[src/rtl/asteroid_pkg.sv]
// Shared types and constants for the asteroid spawn path: FSM states, field
// widths and the fallback random value used when the counter reads out of range.
package asteroid_pkg;

    typedef enum logic [1:0] {
        IDLE   = 2'd0,
        WAIT   = 2'd1,
        SAMPLE = 2'd2,
        REQ    = 2'd3
    } state_t;

    localparam int RAND_DEFAULT = 250;
    localparam int SCREEN_W     = 640;
    localparam int SCREEN_H     = 480;

    localparam int RAND_W     = 10;
    localparam int X_W        = 10;
    localparam int SPEED_W    = 3;
    localparam int INTERVAL_W = 7;
    localparam int COUNT_W    = 8;

endpackage

[src/rtl/frame_interval_timer.sv]
// Loadable frame down-counter: counts frame_tick pulses while run is high and
// flags expiry on the tick that would take the count below one.
module frame_interval_timer
    import asteroid_pkg::*;
(
    input  logic                  clk,
    input  logic                  reset,
    input  logic                  run,
    input  logic                  tick,
    input  logic                  load,
    input  logic                  clear,
    input  logic [INTERVAL_W-1:0] load_val,
    output logic                  expire
);

    logic [INTERVAL_W-1:0] cnt_q;
    logic [INTERVAL_W-1:0] cnt_d;

    always_comb begin
        cnt_d = cnt_q;
        if (clear) begin
            cnt_d = '0;
        end else if (load) begin
            cnt_d = load_val;
        end else if (run && tick && (cnt_q > INTERVAL_W'(1))) begin
            cnt_d = cnt_q - INTERVAL_W'(1);
        end
    end

    always_ff @(posedge clk or posedge reset) begin
        if (reset) begin
            cnt_q <= '0;
        end else begin
            cnt_q <= cnt_d;
        end
    end

    assign expire = run && tick && (cnt_q == INTERVAL_W'(1));

endmodule

[src/rtl/asteroid_spawner.sv]
// Paces asteroid spawns from frame ticks, samples the free-running counter as a
// cheap random x/speed source, and hands requests to the object pool.
module asteroid_spawner
    import asteroid_pkg::*;
#(
    parameter int SPAWN_INTERVAL  = 60,
    parameter int MIN_INTERVAL    = 15,
    parameter int STEP            = 5,
    parameter int SPAWNS_PER_STEP = 8,
    parameter int X_OFFSET        = 70,
    parameter int RAND_MAX        = 500
) (
    input  logic                  clk,
    input  logic                  reset,
    input  logic                  enable,
    input  logic                  frame_tick,
    input  logic [RAND_W-1:0]     rand_val,
    input  logic                  spawn_ack,
    output logic                  spawn_req,
    output logic [X_W-1:0]        spawn_x,
    output logic [SPEED_W-1:0]    spawn_speed,
    output logic [COUNT_W-1:0]    spawn_count,
    output logic [INTERVAL_W-1:0] interval
);

    function automatic logic [RAND_W-1:0] sanitize(input logic [RAND_W-1:0] v);
        if ((v == '0) || (int'(v) > RAND_MAX)) begin
            return RAND_W'(RAND_DEFAULT);
        end
        return v;
    endfunction

    // Wider signed subtract so a small interval can never wrap past the floor.
    function automatic logic [INTERVAL_W-1:0] step_down(input logic [INTERVAL_W-1:0] cur);
        logic signed [INTERVAL_W+1:0] diff;
        logic signed [INTERVAL_W+1:0] floor_s;
        diff    = $signed({2'b00, cur}) - $signed((INTERVAL_W+2)'(STEP));
        floor_s = $signed((INTERVAL_W+2)'(MIN_INTERVAL));
        if (diff < floor_s) begin
            return INTERVAL_W'(MIN_INTERVAL);
        end
        return diff[INTERVAL_W-1:0];
    endfunction

    state_t                state_q, state_d;
    logic                  req_q, req_d;
    logic [X_W-1:0]        x_q, x_d;
    logic [SPEED_W-1:0]    speed_q, speed_d;
    logic [COUNT_W-1:0]    count_q, count_d;
    logic [INTERVAL_W-1:0] interval_q, interval_d;

    logic                  tmr_load;
    logic                  tmr_clear;
    logic                  tmr_run;
    logic                  tmr_expire;
    logic [RAND_W-1:0]     rand_s;
    logic [COUNT_W-1:0]    count_inc;
    logic                  step_hit;

    assign rand_s    = sanitize(rand_val);
    assign count_inc = (count_q == '1) ? count_q : count_q + COUNT_W'(1);
    assign step_hit  = (count_q != '1) && ((int'(count_inc) % SPAWNS_PER_STEP) == 0);
    assign tmr_run   = (state_q == WAIT) && enable;

    frame_interval_timer u_timer (
        .clk      (clk),
        .reset    (reset),
        .run      (tmr_run),
        .tick     (frame_tick),
        .load     (tmr_load),
        .clear    (tmr_clear),
        .load_val (interval_d),
        .expire   (tmr_expire)
    );

    always_comb begin
        state_d    = state_q;
        req_d      = req_q;
        x_d        = x_q;
        speed_d    = speed_q;
        count_d    = count_q;
        interval_d = interval_q;
        tmr_load   = 1'b0;
        tmr_clear  = 1'b0;
        case (state_q)
            IDLE: begin
                if (enable) begin
                    state_d  = WAIT;
                    tmr_load = 1'b1;
                end
            end
            WAIT: begin
                if (!enable) begin
                    state_d   = IDLE;
                    tmr_clear = 1'b1;
                end else if (tmr_expire) begin
                    state_d = SAMPLE;
                end
            end
            SAMPLE: begin
                x_d     = rand_s + X_W'(X_OFFSET);
                speed_d = {1'b0, rand_s[1:0]} + SPEED_W'(1);
                req_d   = 1'b1;
                state_d = REQ;
            end
            REQ: begin
                // The new interval feeds the timer load in the same cycle.
                if (spawn_ack) begin
                    req_d   = 1'b0;
                    count_d = count_inc;
                    if (step_hit) begin
                        interval_d = step_down(interval_q);
                    end
                    if (enable) begin
                        state_d  = WAIT;
                        tmr_load = 1'b1;
                    end else begin
                        state_d = IDLE;
                    end
                end
            end
            default: state_d = IDLE;
        endcase
    end

    always_ff @(posedge clk or posedge reset) begin
        if (reset) begin
            state_q    <= IDLE;
            req_q      <= 1'b0;
            x_q        <= '0;
            speed_q    <= '0;
            count_q    <= '0;
            interval_q <= INTERVAL_W'(SPAWN_INTERVAL);
        end else begin
            state_q    <= state_d;
            req_q      <= req_d;
            x_q        <= x_d;
            speed_q    <= speed_d;
            count_q    <= count_d;
            interval_q <= interval_d;
        end
    end

    assign spawn_req   = req_q;
    assign spawn_x     = x_q;
    assign spawn_speed = speed_q;
    assign spawn_count = count_q;
    assign interval    = interval_q;

endmodule

[config.mk]
export PLATFORM = sky130hd
export DESIGN_NAME = asteroid_spawner
export DESIGN_NICKNAME = d
export VERILOG_FILES = /design/src/rtl/asteroid_pkg.sv /design/src/rtl/frame_interval_timer.sv /design/src/rtl/asteroid_spawner.sv
export SDC_FILE = /design/constraint.sdc
export NUM_CORES = 1
export LEC_CHECK = 0
export CORE_MARGIN = 1
export CORE_UTILIZATION = 40
export CTS_CLUSTER_DIAMETER = 80
export DETAILED_ROUTE_END_ITERATION = 7
export GPL_ROUTABILITY_DRIVEN = 0
export HOLD_SLACK_MARGIN = 0.03
export PLACE_DENSITY = 0.67
export SLEW_MARGIN = 25
export SYNTH_ARGS = -nofsm -noshare
export SYNTH_HDL_FRONTEND = slang
export SYNTH_SLANG_ARGS = --single-unit
[constraint.sdc]
create_clock -name clk -period 2.29 [get_ports clk]
set_input_delay 0.3435 -clock clk [delete_from_list [all_inputs] [get_ports clk]]
set_output_delay 0.3435 -clock clk [all_outputs]
set_load 0.005 [all_outputs]
# == Word-level counts from Yosys, hierarchy flattened ==
# Index checks and enable logic that the tools add are counted.
# Widths: inputs -> output; s select.
# totals
input_bits,15
wordCells,70
regBits,38
output_inout_bits,29
# classes
n_addsub,5
mux,29
n_reduce_logical,15
n_eq_ne,9
n_bitwise,1
magnitude_cmp,3
# ops
op,n
$mux 7,8
$logic_not 32->1,1
$mux 10,2
$mux 1,11
$add 10x7->10 const B,1
$gt 10x9->1 const B,1
$logic_not 10->1,1
$add 8x1->8 const B,1
$eq 8x8->1 const B,1
$lt 8x5->1 const B,1
$mux 2,4
$ne 8x8->1 const B,1
$pmux 2 s4,1
$sub 7x3->8 const B,1
$eq 7x1->1 const B,1
$gt 7x1->1 const B,1
$sub 7x1->7 const B,1
$reduce_and 3->1,2
$logic_and 1x1->1,5
$eq 2x2->1 const B,2
$ne 2x2->1 const B,2
$pmux 1 s2,2
$reduce_and 2->1,2
$add 2x1->3 const B,1
other kinds (8),8

# == Logic depth before layout (Yosys ltp) ==
# Gate-level depths: netlist (run 1).
# depth
depth_word,13
depth_mapped,10
ltp_nobuf,10

# == Cells and area by module ==
# A second synthesis (run 1) with hierarchy kept.
# unflattened
cells_unflattened,260
area_unflattened_um2,2362.3
# by_module_without_submodules
mod,area_per_inst_um2,cells_each,n_inst,seq_area_each_um2
asteroid_spawner,1836.8,199,1,780.7
frame_interval_timer,525.5,61,1,175.2

# == Worst setup path before layout (run 1) ==
# Ideal clock, no wire load.
# synth_timing
kind,reg2reg
from,reg count_q[0] (netlist: spawn_count[0])
to,reg u_timer.cnt_q[0]
path_stages_with_launch,9
required_ns,2.165
arrival_time_ns,2.029
slack_ns,0.136
path_cell_list,dfrtp_1 ha_1 o21a_1 a211oi_1 clkbuf_1 o31ai_1 a211oi_2 a21oi_1 mux2_2
# synth_via
elab_chain_cells,9
word_cells_on_any_way,11
classes_between,1 x add/sub; 2 x eq/ne; 6 x mux; 2 x reduce/logical
# synth_rtl
item,line,source
"start, declared",asteroid_spawner.sv:49,"logic [COUNT_W-1:0] count_q, count_d;"
"start signal, assigned",asteroid_spawner.sv:139,count_q <= count_d;
$add 8x1->8 / $eq 8x8->1 (equally long branches),asteroid_spawner.sv:61,assign count_inc = (count_q == '1) ? count_q : count_q + COUNT_W'(1);
$mux 3,asteroid_spawner.sv:61,
$logic_not 32->1,asteroid_spawner.sv:62,assign step_hit = (count_q != '1) && ((int'(count_inc) % SPAWNS_PER_STEP) == 0);
$logic_and 1x1->1 (*),asteroid_spawner.sv:62,
$mux 7 (*),asteroid_spawner.sv:111,if (step_hit) begin
$mux 7 (*),asteroid_spawner.sv:108,if (spawn_ack) begin
$mux 7 (*),asteroid_spawner.sv:85,case (state_q)
named net interval_d[0],asteroid_spawner.sv:50,"logic [INTERVAL_W-1:0] interval_q, interval_d;"
$mux 7 (*),frame_interval_timer.sv:23,end else if (load) begin
$mux 7 (*),frame_interval_timer.sv:21,if (clear) begin
"end signal, assigned",frame_interval_timer.sv:34,cnt_q <= cnt_d;
"end, declared",frame_interval_timer.sv:16,logic [INTERVAL_W-1:0] cnt_q;
# The timed path passes the listed nets; every way through them passes the cells marked *.
# A chain may end at the register's enable or synchronous reset.

# == Final worst setup path (run 1) ==
# layout_timing
from,reg interval_q[0] (netlist: interval[0])
to,reg u_timer.cnt_q[6]
# layout_via
elab_chain_cells,12
# layout_rtl
item,line,source
"start, declared",asteroid_spawner.sv:50,
"start signal, assigned",asteroid_spawner.sv:133,interval_q <= INTERVAL_W'(SPAWN_INTERVAL);
"start signal, assigned",asteroid_spawner.sv:140,interval_q <= interval_d;
$sub 7x3->8 (*),asteroid_spawner.sv:37,"diff = $signed({2'b00, cur}) - $signed((INTERVAL_W+2)'(STEP));"
$lt 8x5->1,asteroid_spawner.sv:39,if (diff < floor_s) begin
$mux 1,asteroid_spawner.sv:39,
$mux 1,asteroid_spawner.sv:111,
$mux 1,asteroid_spawner.sv:108,
$mux 1,asteroid_spawner.sv:85,
$mux 7 (*),asteroid_spawner.sv:42,return diff[INTERVAL_W-1:0];
$mux 7 (*),asteroid_spawner.sv:111,
$mux 7 (*),asteroid_spawner.sv:108,
$mux 7 (*),asteroid_spawner.sv:85,
named net interval_d[6],asteroid_spawner.sv:50,
$mux 7 (*),frame_interval_timer.sv:23,
$mux 7 (*),frame_interval_timer.sv:21,
# The timed path passes the listed nets; every way through them passes the cells marked *. The select of a mux whose other input is x is not followed.

==> out/results.ini, run 1 <==
[run_status]
outcome = complete, no violations

[synthesis]
yosysWarnings = 0
postSynthCellCount = 245
ys_types = 53
async_flop_share_pct = 100.0
syn-num-nets = 272
ys_ff_latch = 38
syn_avg_cell_area_sq_um = 9.433
seq_area_frac_synth_pct = 41.36
ys.flop_type = dfrtp_1
synth-edff-count = 0
syn-cell-area_sq_um = 2311

[cts]
cts_hold_buf = 0
cts-root-buf = clkbuf_8
ctsResizeCount = 0
cts_buffers = 5
cts_tree = built
clk_latency_ns = 0.29
postCtsSetupBuffers = 0
cts.path.max_buffers = 2
clkTransAtPathRegs_ns = 0.07
htreeDepth = 2
cts.sinks = 38

[worst_setup_path]
cp_slowest_cell = dfrtp_2
path_class = flip-flop to flip-flop
cp_max_fo = 7
worstPathRequired_ns = 2.46
arrival_ns = 2.35
max_stage_delay_ns = 0.44
cpMostUsedCell = mux2_2
worstSetupEndpointType = flip-flop
worstSetupStartpointType = flip-flop
crit_path_cell_trace = inv_1 > ha_1 > nor2b_1 > buf_4 > nor2_1 > nand2_1 > or3_1 > mux2_2 > mux2_2

[route]
ant_nets = 0
drc = 0
vias_per_cell = 5.178
wl_per_cell_um = 12.50
vias = 2040
dr.pass1.iters = 4
drt_wl_total_um = 4924
drt_iter0_drc = 48

[power]
combPwrFrac_pct = 50.5
total_leakage_power_uw = 0.001406
power_density_nw_per_um2 = 1107
ir_drop_mv = 0.4906
power.total_uw = 3517
p_sw_uw = 1257
p_int_uw = 2260
pwr-share-seq_pct = 33.8
p_sw_share_pct = 35.74
pwr-share-clk_pct = 15.7

[global_route]
grt_max_degree = 39
grt_usage_pct = 17.83
antenna_found_initial = 0
gr-total-overflow = 0
grt_pass1_wl_um = 8728
grt_pass1_vias = 1993

[place]
io_buffer_count = 43
place.detailed.hpwl_um = 3775
placed_cell_area_sq_um = 3044
numPlacedInstances = 386

[timing]
clock.fmax_mhz = 459.7
finalCritPeriodShare_pct = 94.98
slew_viol_final = 0
fin_setup_tns_ns = 0
setup_viol_count_final = 0
hold_viol = 0
worst_pin_slew_ns = 0.4765
timing.final.crit_period_ns = 2.175
relSlewSlack_pct = 68.24
skew_ns = 0.007085

[floorplan]
die_area_sq_um = 6086
fp.dieW_um = 78.01
placeableCoreArea_sq_um = 5540
num_rows = 27
fp.dieH_um = 78.01
io_pins = 44
start_util_pct = 41.71

[cells_and_area]
num_antenna_cells = 0
nets = 348
layout.cells.non_filler = 394
design_area_sq_um = 3178
final_cell_mix = clkdlybuf4s50_1, dfrtp_1, buf_4
layout-drive-gt1-share_pct = 21.74
layout_commonest_cell = clkdlybuf4s50_1
area_growth_pct = 37.52

[flow_run]
maxCapViolCount = 0

[worst_hold_path]
hold_path_class = input port to asynchronous set/reset pin

## worst max-delay path: cells and delay by family, from the launching register on
kind	cells	cell delay, ns
buffers and inverters	2	0.23
AND/OR/NAND/NOR	4	0.61
multiplexers	2	0.54
flip-flops	1	0.44
adder cells (fa/ha/maj)	1	0.23
## through the flow
stage	hold slack, ns	utilization (%)	setup WS (ns)
after floorplan	0.4877	-	0.1361
after global placement	0.4767	54.95	-0.02828
after detailed placement	0.4995	54.95	-0.07712
after CTS	0.4833	56.87	0.06706
after global routing	0.5166	57.36	-0.0002092
final	0.4693	57.36	0.1148
## final timing paths
path	end	depth (start not counted)	startpoint	slack, ns
max	u_timer.cnt_q[6]	9	interval[0]	0.11
min	spawn_count[2]	3	reset	0.47
max reg2reg	u_timer.cnt_q[6]	9	interval[0]	0.11
min reg2reg	spawn_speed[0]	1	spawn_speed[0]	0.50
max in group asynchronous	interval[0]	3	reset	1.47
min in group clk	spawn_speed[0]	1	spawn_speed[0]	0.50
## flip-flops by register name, indices dropped and copies added, names as in the netlist, named ones only
signal / cells
state_q: 1
u_timer.cnt_q: 7
spawn_count: 8
spawn_speed: 3
spawn_x: 10
spawn_req: 1
interval: 7
## power groups by stage
stage,Combinational (uW),Sequential [uW],Clock [uW]
after detailed placement,1740,1200,0
after global placement,1720,1190,0
after global routing,1990,1240,599
final,1780,1190,551
after CTS,1750,1190,572
after floorplan,991,1160,0
## routing by layer
layer | share of wire (%) | vias up | track usage (%)
met4 | 1.0 | 0 | 4.444
met1 | 50 | 975 | 24.17
met5 | 0 | - | 0
met3 | 3.1 | 6 | 3.488
li1 | - | 1031 | -
met2 | 46 | 28 | 29.29
## logic make-up (layout without fill, tap and decap cells)
kind of cell,count (synthesis),after routing,synth area share (%)
AOI/OAI and AO/OA,62,62,18.25
DFF,38,38,41.36
buffers and inverters,24,101,4.114
muxes,13,13,6.172
xor gates and xnor gates,12,12,4.548
adders and majority gates,13,13,6.930
and+or+nand+nor,83,83,18.62
## layout make-up
class                           count  area [sq um]
Clock buffer                        7         76.32
Clock inverter                      1         30.03
Fill cell                         492          2362
Inverter                           18         67.56
Multi-Input combinational cell    183          1286
Sequential cell                    38         957.2
Tap cell                           72         90.09
Timing Repair Buffer               75         670.6
## cell usage after synthesis (all sizes together), types with 5 or more instances
cell | count | area (sq um)
xor2 | 5 | 43.79
nor2 | 24 | 90.09
ha | 12 | 150.1
nand3 | 7 | 47.55
dfrtp | 34 | 850.8
inv | 18 | 67.56
mux2 | 10 | 112.6
nand2 | 17 | 63.81
xnor2 | 7 | 61.31
nor2b | 5 | 31.28
a31oi | 6 | 37.54
nor3 | 5 | 25.02
o21ai | 17 | 88.84
a21oi | 12 | 60.06
Power figures use the tool's default switching activity.
==> inputs of run 2 (changes only) <==
Settings changed: SETUP_SLACK_MARGIN from default to 0.15.
==> out/results.ini, run 2 (synthesis results as in run 1) <==
[run_status]
outcome = complete, no violations

[worst_setup_path]
path_class = flip-flop to flip-flop
cp_max_fo = 2  ; -5
rr_startpoint = spawn_count[0]
worstPathRequired_ns = 2.46  ; about the same
arrival_ns = 2.37  ; +0.02 ns
cpMostUsedCell = mux2_4
max_stage_delay_ns = 0.42  ; -0.02 ns
reg2reg_to = u_timer.cnt_q[6]
crit_path_cell_trace = ha_4 > nand4b_1 > a211oi_2 > nand2_1 > or3_1 > mux2_4 > mux2_4
r2r_slack_ns = 0.09  ; -0.02 ns
worstSetupEndpointType = flip-flop
worstSetupStartpointType = flip-flop
cp_slowest_cell = dfrtp_1
reg2regPathDepth = 7  ; -2

[cts]
cts-root-buf = clkbuf_8
cts_buffers = 5  ; unchanged
clkTransAtPathRegs_ns = 0.07  ; about the same
cts_hold_buf = 0  ; unchanged
cts_tree = built
cts.path.max_buffers = 2  ; unchanged
clk_latency_ns = 0.29  ; about the same
cts.sinks = 38  ; unchanged
htreeDepth = 2  ; unchanged

[timing]
worst_pin_slew_ns = 0.4775  ; +0.001009 ns
finalCritPeriodShare_pct = 95.95  ; +0.96 points
slew_viol_final = 0  ; unchanged
skew_ns = 0.006638  ; -0.0004468 ns
hold_viol = 0  ; unchanged
grt_setup_unrepaired = yes
fin_setup_tns_ns = 0  ; unchanged
relSlewSlack_pct = 68.17  ; about the same
setup_viol_count_final = 0  ; unchanged
clock.fmax_mhz = 455.1  ; -1.0%
timing.final.crit_period_ns = 2.197  ; +0.02204 ns

[global_route]
gr-total-overflow = 0  ; unchanged
grt_usage_pct = 17.78  ; -0.047 points
antenna_found_initial = 0  ; unchanged
grt_pass1_wl_um = 8659  ; -0.79%
grt_max_degree = 39  ; unchanged
grt_pass1_vias = 1926  ; -3.4%

[cells_and_area]
final_cell_mix = clkdlybuf4s50_1, buf_4, dfrtp_1
layout_commonest_cell = clkdlybuf4s50_1
nets = 352  ; +1.1%
layout-drive-gt1-share_pct = 24.85  ; +3.1 points
num_antenna_cells = 0  ; unchanged
final_util_pct = 58.85  ; +1.5 points
largest_reg_flops = 10  ; unchanged
area_growth_pct = 41.09

[floorplan]
num_rows = 27  ; unchanged
die_area_sq_um = 6086  ; unchanged
placeableCoreArea_sq_um = 5540  ; unchanged
fp.dieW_um = 78.01  ; unchanged
io_pins = 44  ; unchanged
start_util_pct = 41.71  ; unchanged
fp.dieH_um = 78.01  ; unchanged

[route]
vias = 2037  ; -0.15%
drc = 0  ; unchanged
wl_per_cell_um = 12.95  ; +3.6%
ant_nets = 0  ; unchanged
vias_per_cell = 5.118  ; -1.2%
drt_iter0_drc = 112  ; +130%
drt_wl_total_um = 5153  ; +4.7%
dr.pass1.iters = 4  ; unchanged

[power]
ir_drop_mv = 0.5031  ; +2.6%
power.total_uw = 3560  ; +1.2%
power_density_nw_per_um2 = 1092  ; -1.3%
total_leakage_power_uw = 0.001432  ; +1.9%

[worst_hold_path]
hold_path_class = input port to asynchronous set/reset pin

[place]
place.detailed.hpwl_um = 3686  ; -2.3%
io_buffer_count = 43  ; unchanged

[flow_run]
maxCapViolCount = 0  ; unchanged

[run 2: cell types whose count changed in the layout (fill, tap and decap cells not counted), moves of 2 or more]
cell | previous run | this run
buf_4 | 32 | 36
ha_1 | 12 | 10
ha_4 | 0 | 2
mux2_2 | 10 | 7
mux2_4 | 0 | 3
nor2_1 | 24 | 21
nor2_2 | 0 | 3
[run 2: through the flow]
stage          area [sq um]  hold slack (ns)  cells  worst slack [ns]
5_1_grt                3261           0.5156    398           0.01321
4_1_cts                3123           0.4735    391            0.1493
3_3_place_gp           2994           0.4790    379          -0.01413
2_1_floorplan          2315           0.4877    245            0.1714
6_report               3261           0.4605    398           0.09281
3_5_place_dp           2994           0.4836    379          -0.05219
[run 2: critical path, delay by kind of cell (launching register included)]
kind,cells,cell delay [ns]
DFF,1,0.42
and+or+nand+nor,3,0.64
muxes,2,0.56
adders and majority gates,1,0.25
AOI/OAI and AO/OA,1,0.20
[run 2: worst max-delay path by stage]
stage                              start                to  cells past startpoint
after floorplan           spawn_count[0]  u_timer.cnt_q[6]                      7
after global placement         spawn_ack  u_timer.cnt_q[0]                      8
after detailed placement       spawn_ack  u_timer.cnt_q[0]                      8
after CTS                 spawn_count[0]  u_timer.cnt_q[6]                      7
after global routing      spawn_count[0]  u_timer.cnt_q[6]                      7
final                     spawn_count[0]  u_timer.cnt_q[6]                      7
[run 2: report_power, final]
part | internal [uW] | switching (uW) | total (uW)
logic | 1060 | 871 | 1930
registers | 942 | 224 | 1170
clock network | 245 | 215 | 460
[run 2: final cells by class]
class / count / area [sq um]
repair buffers: 79 / 700.7
well taps: 72 / 90.09
flip-flops and latches: 38 / 955.9
fillers: 493 / 2280
clock buffers: 8 / 90.09
inverters: 18 / 67.56
multi-input cells: 183 / 1356
[run 2: what timing repair did]
item | 4_1_cts | 5_1_grt
gates resized for setup | 3 | 19
pin swaps | 0 | 6
setup endpoints to repair | 4 | 15
setup buffers | 4 | 7
[run 2: per-layer routing]
layer | GRT usage, % | vias up | wire length [um]
met2 | 27.26 | 34 | 2262
li1 | - | 1044 | -
met4 | 5.741 | 0 | 72
met3 | 4.070 | 7 | 188
met5 | 0 | - | 0
met1 | 24.82 | 952 | 2630
